==> src/rtl/lut_sched_pkg.sv <==
// rtl/lut_sched_pkg.sv - shared state encoding and size helpers for the LUT layer scheduler
package lut_sched_pkg;

    typedef enum logic [1:0] {
        IDLE = 2'd0,
        EVAL = 2'd1,
        HOLD = 2'd2
    } state_t;

    // Truth-table width for a LUT with the given number of address bits.
    function automatic int tt_width(input int fanin);
        return 1 << fanin;
    endfunction

    // Number of evaluation cycles needed to cover the whole layer.
    function automatic int beat_count(input int neurons, input int lanes);
        return neurons / lanes;
    endfunction

    // Beat counter width; never narrower than one bit.
    function automatic int beat_cnt_width(input int beats);
        return (beats > 1) ? $clog2(beats) : 1;
    endfunction

endpackage

==> src/rtl/lut_lane.sv <==
// rtl/lut_lane.sv - one evaluation lane: selects a single truth-table bit by address
//
// Ports:
//   tt     truth table, bit a is the output for address a
//   addr   LUT address
//   result selected table bit
module lut_lane
    import lut_sched_pkg::*;
#(
    parameter int FANIN = 6
) (
    input  logic [tt_width(FANIN)-1:0] tt,
    input  logic [FANIN-1:0]           addr,
    output logic                       result
);

    assign result = tt[addr];

endmodule

==> src/rtl/lut_layer_scheduler.sv <==
// rtl/lut_layer_scheduler.sv - time-multiplexed evaluator for a layer of programmable LUT neurons
//
// Ports:
//   clk, rst_n                        clock, asynchronous active-low reset
//   cfg_valid/cfg_ready/cfg_idx/cfg_table  truth-table write channel
//   cfg_err                           one-cycle pulse after an out-of-range table write
//   in_valid/in_ready/in_addr         inference request, per-neuron LUT addresses
//   out_valid/out_ready/out_data      layer result, one bit per neuron
//   busy                              high while evaluating or holding a result
module lut_layer_scheduler
    import lut_sched_pkg::*;
#(
    parameter int NEURONS = 16,
    parameter int FANIN   = 6,
    parameter int LANES   = 4
) (
    input  logic                         clk,
    input  logic                         rst_n,
    input  logic                         cfg_valid,
    output logic                         cfg_ready,
    input  logic [$clog2(NEURONS)-1:0]   cfg_idx,
    input  logic [tt_width(FANIN)-1:0]   cfg_table,
    output logic                         cfg_err,
    input  logic                         in_valid,
    output logic                         in_ready,
    input  logic [NEURONS*FANIN-1:0]     in_addr,
    output logic                         out_valid,
    input  logic                         out_ready,
    output logic [NEURONS-1:0]           out_data,
    output logic                         busy
);

    localparam int TT_W  = tt_width(FANIN);
    localparam int BEATS = beat_count(NEURONS, LANES);
    localparam int CW    = beat_cnt_width(BEATS);

    state_t                     state;
    logic [CW-1:0]              beat;
    logic [NEURONS*FANIN-1:0]   addr_q;
    logic [NEURONS-1:0]         res;
    logic [TT_W-1:0]            tables [NEURONS];

    logic [TT_W-1:0]            lane_tt   [LANES];
    logic [FANIN-1:0]           lane_addr [LANES];
    logic [LANES-1:0]           lane_bit;

    logic                       in_range;
    logic                       cfg_fire;
    logic                       in_fire;

    // Configuration wins over inference whenever both are offered in IDLE.
    assign cfg_ready = (state == IDLE);
    assign in_ready  = (state == IDLE) && !cfg_valid;
    assign cfg_fire  = cfg_valid && cfg_ready;
    assign in_fire   = in_valid && in_ready;
    assign in_range  = int'(cfg_idx) < NEURONS;
    assign out_data  = res;

    // Table store: writes only happen in IDLE, so tables are frozen for a
    // request from acceptance until its result is taken.
    always_ff @(posedge clk or negedge rst_n) begin
        if (!rst_n) begin
            for (int n = 0; n < NEURONS; n++) begin
                tables[n] <= '0;
            end
        end else if (cfg_fire && in_range) begin
            for (int n = 0; n < NEURONS; n++) begin
                if (int'(cfg_idx) == n) begin
                    tables[n] <= cfg_table;
                end
            end
        end
    end

    // Lane l works on neuron beat*LANES + l in the current beat.
    always_comb begin
        for (int l = 0; l < LANES; l++) begin
            lane_tt[l]   = '0;
            lane_addr[l] = '0;
            for (int b = 0; b < BEATS; b++) begin
                if (int'(beat) == b) begin
                    lane_tt[l]   = tables[b*LANES + l];
                    lane_addr[l] = addr_q[(b*LANES + l)*FANIN +: FANIN];
                end
            end
        end
    end

    for (genvar l = 0; l < LANES; l++) begin : g_lane
        lut_lane #(
            .FANIN (FANIN)
        ) u_lane (
            .tt     (lane_tt[l]),
            .addr   (lane_addr[l]),
            .result (lane_bit[l])
        );
    end

    always_ff @(posedge clk or negedge rst_n) begin
        if (!rst_n) begin
            state     <= IDLE;
            beat      <= '0;
            addr_q    <= '0;
            res       <= '0;
            out_valid <= 1'b0;
            busy      <= 1'b0;
            cfg_err   <= 1'b0;
        end else begin
            cfg_err <= cfg_fire && !in_range;
            case (state)
                IDLE: begin
                    if (in_fire) begin
                        addr_q <= in_addr;
                        beat   <= '0;
                        busy   <= 1'b1;
                        state  <= EVAL;
                    end
                end
                EVAL: begin
                    for (int b = 0; b < BEATS; b++) begin
                        if (int'(beat) == b) begin
                            for (int l = 0; l < LANES; l++) begin
                                res[b*LANES + l] <= lane_bit[l];
                            end
                        end
                    end
                    if (int'(beat) == BEATS - 1) begin
                        out_valid <= 1'b1;
                        state     <= HOLD;
                    end else begin
                        beat <= beat + CW'(1);
                    end
                end
                HOLD: begin
                    if (out_ready) begin
                        out_valid <= 1'b0;
                        busy      <= 1'b0;
                        state     <= IDLE;
                    end
                end
                default: begin
                    out_valid <= 1'b0;
                    busy      <= 1'b0;
                    state     <= IDLE;
                end
            endcase
        end
    end

endmodule

==> config.mk <==
export PLATFORM = sky130hd
export DESIGN_NAME = lut_layer_scheduler
export DESIGN_NICKNAME = d
export VERILOG_FILES = /design/src/rtl/lut_sched_pkg.sv /design/src/rtl/lut_lane.sv /design/src/rtl/lut_layer_scheduler.sv
export SDC_FILE = /design/constraint.sdc
export NUM_CORES = 2
export LEC_CHECK = 0
export ABC_CLOCK_PERIOD_IN_PS = 5650
export CORE_MARGIN = 2
export CORE_UTILIZATION = 45
export CTS_BUF_LIST = sky130_fd_sc_hd__clkbuf_2
export DETAILED_ROUTE_END_ITERATION = 12
export PLACE_DENSITY = 0.66
export SYNTH_ARGS = -nofsm -noshare
export SYNTH_HDL_FRONTEND = slang
export SYNTH_SLANG_ARGS = --single-unit
==> constraint.sdc <==
create_clock -name clk -period 5.65 [get_ports clk]
set_clock_uncertainty 0.1 [all_clocks]
set_input_delay 0.565 -clock clk [delete_from_list [all_inputs] [get_ports clk]]
set_output_delay 0.565 -clock clk [all_outputs]
set_load 0.01 [all_outputs]
# --- Word level (Yosys, flattened, before mapping) ---
# Cells that the tools add are included.
word_totals:
  inputBits: 169
  output_inout_bits: 21
  register_bits: 1142
  wordCells: 141
op_classes:
  n_mux: 52
  n_eq_ne: 24
  n_bitwise: 2
  magnitude_cmp: 4
  n_reduce_logical: 33
  addsub: 1
op_table:
  columns: ["cell", "count"]
  rows:
  - ["64-bit 2-to-1 mux", 16]
  - ["6-bit 2-to-1 mux", 16]
  - ["2-bit AND reduction", 21]
  - ["4-bit == test, second input constant", 8]
  - ["6-bit by 7-bit less-than comparator with 1-bit output, second input constant", 4]
  - ["1-bit binary-select mux with 6-bit select", 4]
  - ["4-bit by 3-bit == test with 1-bit output, second input constant", 4]
  - ["3-bit AND reduction", 4]
  - ["2-bit 2-to-1 mux", 5]
  - ["4-bit by 2-bit == test with 1-bit output, second input constant", 2]
  - ["1-bit 2-to-1 mux", 7]
  - ["2-bit == test, second input constant", 3]
  - ["2-bit != test, second input constant", 3]
  - ["1-bit case mux with 3 select lines", 2]
  - ["2-bit case mux with 3 select lines", 1]
  - ["2-bit by 1-bit == test with 1-bit output, second input constant", 2]
  - ["4-bit by 1-bit == test with 1-bit output, second input constant", 1]
  - ["2-bit logical NOT", 2]
  - ["4-bit logical NOT", 1]
  - ["2-bit case mux with 2 select lines", 1]
  - ["1-bit logical AND", 3]
  - ["2-bit by 1-bit adder with 2-bit output, second input constant", 1]
  - ["2-bit by 1-bit != test with 1-bit output, second input constant", 1]
  - ["1-bit inverter", 2]
  - ["other kinds (2)", 2]

# --- Depth between registers and ports, before layout ---
logic_depth:
  ltp_word: 7
  mapped_depth: 17
  depth_no_buf: 11

# --- Cells and area by module ---
# Synthesis repeated with hierarchy kept, for this count alone.
unflattened:
  hier_cells: 4074
  area_unflattened_um2: 53099.7
modules_own_cells:
  columns: ["mod", "area_each_um2", "n_inst", "seq_area_each_um2", "cells_per_inst"]
  rows:
  - ["lut_layer_scheduler", 50697.4, 1, 28577.4, 3826]
  - ["lut_lane", 600.6, 4, 0.0, 62]

# --- Worst setup path before layout ---
# OpenSTA, ideal clock, no wires.
synth_timing:
  path_kind: "register to register"
  from: "register beat[0]"
  to: "register res[0], in the netlist out_data[0]"
  t_required_ps: 5425
  slack_ps: 2563
  arrival_ps: 2862
  stages_incl_launch_ff: 16
  path_buffers: 4
  cell_sequence: "dfrtp_1 inv_1 ha_1 buf_6 or2_1 buf_2 buf_6 a221o_1 o221ai_2 buf_4 nor3_1 a211oi_1 o41ai_1 o41ai_2 o32ai_2 mux2_2"
synth_via:
  elab_chain_len: 7
  elab_cells_between_ends: 15
synth_lines:
  columns: ["element", "line", "text"]
  rows:
  - ["start: declaration", "lut_layer_scheduler.sv:38", "logic [CW-1:0] beat;"]
  - ["start signal: assignment", "lut_layer_scheduler.sv:131", "beat <= beat + CW'(1);"]
  - ["2-bit logical NOT", "lut_layer_scheduler.sv:81, lut_layer_scheduler.sv:121", null]
  - ["64-bit 2-to-1 mux or 6-bit 2-to-1 mux (tied branches) (4 in a row)", "lut_layer_scheduler.sv:81", "if (int'(beat) == b) begin"]
  - ["1-bit binary-select mux with 6-bit select", "lut_lane.sv:17", "assign result = tt[addr];"]
  - ["1-bit 2-to-1 mux (implied by the code)", "lut_lane.sv:17", null]
  - ["end signal: indexed assignment", "lut_layer_scheduler.sv:123", "res[b*LANES + l] <= lane_bit[l];"]
  - ["end: declaration", "lut_layer_scheduler.sv:40", "logic [NEURONS-1:0] res;"]
# Parallel ways exist; a longest one is shown, timed or not. The select of a mux whose other input is x is not followed.
# A chain may end at the register's enable or synchronous reset.

# --- Final worst setup path ---
layout_timing:
  from: "register beat[0]"
  to: "register res[1], in the netlist out_data[1]"
# Same word-level chain as after synthesis.

==> run summary <==
RUN STATUS
--------------------------------------------------------------------------------
Outcome ........................................................... finished, violations left
Failing checks .................................................... max-capacitance violations, max-slew violations

TIMING
--------------------------------------------------------------------------------
Setup violation total in the final timing report ..................            0
Max-slew violation total from the final report ....................           13
Remaining max-slew budget at the tightest pin .....................      -0.463%
Setup repair after global routing missed its margin ...............           no
Fraction of the cycle the final worst path needs ..................        87.6%
Setup WS post-layout ..............................................     0.700 ns
Tightest Pin Transition ...........................................      1.50 ns
Post-layout min period ............................................      4.95 ns
Final hold violation count ........................................            0
Aggregate negative setup slack ....................................         0 ns
Minimum hold slack ................................................    0.0680 ns
Achievable Freq ...................................................    0.202 GHz

LOGIC SYNTHESIS
--------------------------------------------------------------------------------
Number of flops mapped to enable cells by yosys ...................            0
Number of warnings reported in the yosys synthesis log ............            0
Synth Cell Area ...................................................  51,500 um^2
Share of synthesized registers carrying an async set or reset .....         100%
Average instance area after synthesis .............................    13.2 um^2
Gate Count Post-Synth .............................................        3,896
Number of different library cells in the post-synthesis netlist ...           81
Post-Synthesis Net Count ..........................................        4,069
Sequential area share after synthesis .............................        55.5%
Post-synth top flop ............................................... sky130_fd_sc_hd__dfrtp_1
#FFs+latches synth ................................................        1,142

CLOCKING
--------------------------------------------------------------------------------
Post-cts repair resize count ......................................            0
CTS tree ..........................................................        built
Worst-Skew Late Latency ...........................................      1.60 ns
Clock root buffer ................................................. sky130_fd_sc_hd__clkbuf_2
Clock Sink Count ..................................................        1,142
CTS max path bufs .................................................            4
Worst-path clk slew ...............................................      0.10 ns
Post-CTS setup buffer count .......................................            0
Hold-fix buffers at CTS ...........................................          175
# H-tree levels ...................................................            5
Num CTS Buffers ...................................................          304

ROUTING
--------------------------------------------------------------------------------
Number of DRC markers in iteration 0 ..............................        4,305
# DRC .............................................................            0
Routed Antenna Nets ...............................................            0
Final Routed Wirelength ...........................................       177 mm
DR WL/cell ........................................................      29.6 um
Count of TritonRoute iterations in the first routing pass .........            6
Total via count in the routed design ..............................       38,500
Via density per instance ..........................................         6.45

FINISH
--------------------------------------------------------------------------------
P&R area growth vs syn ............................................        14.6%
Final Net Count ...................................................        4,466
Fraction of final layout cells sized beyond drive strength 1 ......        38.9%
Final Non-Filler Cells ............................................        5,971

DIE
--------------------------------------------------------------------------------
Area of the core .................................................. 114,000 um^2
Initial standard-cell utilization of the core .....................        45.2%
Total die area .................................................... 117,000 um^2
Number of placement rows ..........................................          124
Overall die height ................................................       342 um
Die width .........................................................       342 um
Top-level port count ..............................................          190

GRT
--------------------------------------------------------------------------------
Congestion Overflow GR ............................................            0
Maximum number of pins on one net before global-route repair ......          183
Wire length of the first global-routing pass ......................       261 mm
Number of antenna violations at the first check in global routing .           12
Global-route usage over all layers ................................        30.0%
Via count of the first global-routing pass ........................       38,900

WORST SETUP PATH
--------------------------------------------------------------------------------
Arrival @ worst endpoint ..........................................      6.24 ns
R2R Setup Slk .....................................................      0.70 ns
Kind of capture point of the worst setup path .....................         flop
Largest fanout of any net on the critical path ....................          110
Worst Path Class, Setup ...........................................      reg2reg
Worst endpoint required time ......................................      6.94 ns
Critical path launch point type ...................................         flop

PLACEMENT
--------------------------------------------------------------------------------
Post-Place Cells ..................................................        5,324
Buffers added on ports ............................................          188
Worst setup slack after placement .................................     0.967 ns
Final weighted congestion of routability-driven global placement ..        0.912
Post-DP HPWL ......................................................       107 mm

POWER AND IR DROP
--------------------------------------------------------------------------------
Standby leakage power .............................................      26.1 nW
Tot Pwr ...........................................................      36.1 mW
IR drop worst, VDD ................................................     0.547 mV
Pwr Density .......................................................  612 nW/um^2

FLOW RUN
--------------------------------------------------------------------------------
Count of max-cap constraint violations ............................            1

WORST HOLD PATH
--------------------------------------------------------------------------------
Class of the most critical hold timing path .......................       in2reg

[path summary, 6_finish.rpt]
path,startpoint,to,cells after the start
worst max-delay path,beat[0],out_data[1],12
worst min-delay path,in_addr[33],addr_q[33],3
worst max register to register,beat[0],out_data[1],12
worst min register to register,busy,busy,1
max in group asynchronous,rst_n,tables[93],6
min in group asynchronous,rst_n,tables[51],4
[logic make-up (layout without fill, tap and decap cells)]
| kind of cell | after synthesis | after routing | synth area share, % |
|---|---|---|---|
| AO/OA/AOI/OAI | 821 | 821 | 12.2 |
| flip-flops | 1142 | 1142 | 55.5 |
| AND/OR/NAND/NOR | 387 | 387 | 3.51 |
| multiplexers | 1152 | 1152 | 25.2 |
| adder cells (fa/ha/maj) | 4 | 4 | 0.0973 |
| buffers and inverters | 389 | 941 | 3.43 |
| other | 1 | 12 | 0.00729 |
[per-stage QoR]
step | utilization, % | cell area [um^2]
after global placement | 48.1 | 54800
final | 51.8 | 59000
after detailed placement | 48.1 | 54800
after CTS | 51.8 | 58900
after global routing | 51.8 | 59000
after floorplan | - | 51500
[cell type report]
type                       count  area, um^2
clock inverter                44         284
antenna                       11        27.5
fill                        9906       54900
sequential                  1142       28600
clock buffer                 417        2090
timing repair buffer         470        4680
tap                         1512        1890
multi-input combinational   2365       21400
inverter                      10        45.0
[where the power goes]
group / internal (mW) / switching [mW] / total [mW]
Combinational: 6.63 / 9.87 / 16.5
Clock: 2.12 / 3.37 / 5.49
Sequential: 11.9 / 2.19 / 14.1
Total: 20.6 / 15.4 / 36.1
[sequential cells by signal (all words and copies together), names as in the netlist]
signal / flops
tables: 1024
addr_q: 96
out_data: 16
beat: 2
state: 2
busy: 1
out_valid: 1
[cell usage in the layout (no fill, tap or decap), drive strengths merged, types with 11 or more instances in the layout]
cell           netlist  layout
a31oi               16      16
clkinv               0      34
a2111oi             14      14
nor2                94      94
diode                0      11
a221oi             212     212
nand3               13      13
clkdlybuf4s50        0     187
a211oi              36      36
a221o               41      41
mux2              1127    1127
a21oi               40      40
o311ai              15      15
nand2              103     103
dfrtp             1142    1142
o21ai               86      86
o22ai              166     166
o211ai              29      29
clkbuf             223     417
buf                156     109
or3                 13      13
mux2i               23      23
dlygate4sd3          0     174
a22oi               31      31
inv                 10      16
nor3               111     111
o221ai              52      52
[routing by layer]
metal  global-route usage [%]  vias up  wire length (um)
li1                         -    15800                 -
met1                     39.8    20200             71300
met2                     45.9     2006             80500
met3                     7.22      514             15600
met4                     15.4       12              9220
met5                        0        -               208
[worst max-delay path: stages (launching register included)]
cell                        delay, ns
sky130_fd_sc_hd__dfrtp_1         0.47
sky130_fd_sc_hd__inv_1           0.18
sky130_fd_sc_hd__ha_1            0.26
sky130_fd_sc_hd__nor2b_4         0.61
sky130_fd_sc_hd__buf_12          0.53
sky130_fd_sc_hd__a221oi_2        0.17
sky130_fd_sc_hd__nor2_4          0.59
sky130_fd_sc_hd__buf_4           0.39
sky130_fd_sc_hd__nor3_1          0.10
sky130_fd_sc_hd__or3_1           0.31
sky130_fd_sc_hd__o2111ai_1       0.22
sky130_fd_sc_hd__nand4_1         0.48
sky130_fd_sc_hd__a31oi_1         0.31
[synthesized netlist by cell type, types with 14 or more instances]
cell type	count	area [um^2]
sky130_fd_sc_hd__buf_1	14	52.6
sky130_fd_sc_hd__o221ai_1	50	438
sky130_fd_sc_hd__dfrtp_1	1142	28600
sky130_fd_sc_hd__a21oi_1	40	200
sky130_fd_sc_hd__buf_6	15	169
sky130_fd_sc_hd__nor2_1	92	345
sky130_fd_sc_hd__o22ai_1	166	1040
sky130_fd_sc_hd__o211ai_1	28	210
sky130_fd_sc_hd__a22oi_1	31	233
sky130_fd_sc_hd__o21ai_0	81	405
sky130_fd_sc_hd__mux2_2	1127	12700
sky130_fd_sc_hd__nor3_1	111	556
sky130_fd_sc_hd__nand2_1	102	383
sky130_fd_sc_hd__a221oi_1	207	1810
sky130_fd_sc_hd__a2111oi_0	14	123
sky130_fd_sc_hd__a221o_1	41	410
sky130_fd_sc_hd__clkbuf_1	223	837
sky130_fd_sc_hd__buf_2	114	571
sky130_fd_sc_hd__a31oi_1	16	100
sky130_fd_sc_hd__a211oi_1	35	263
sky130_fd_sc_hd__mux2i_1	23	230
(Power assumes the default switching activity.)
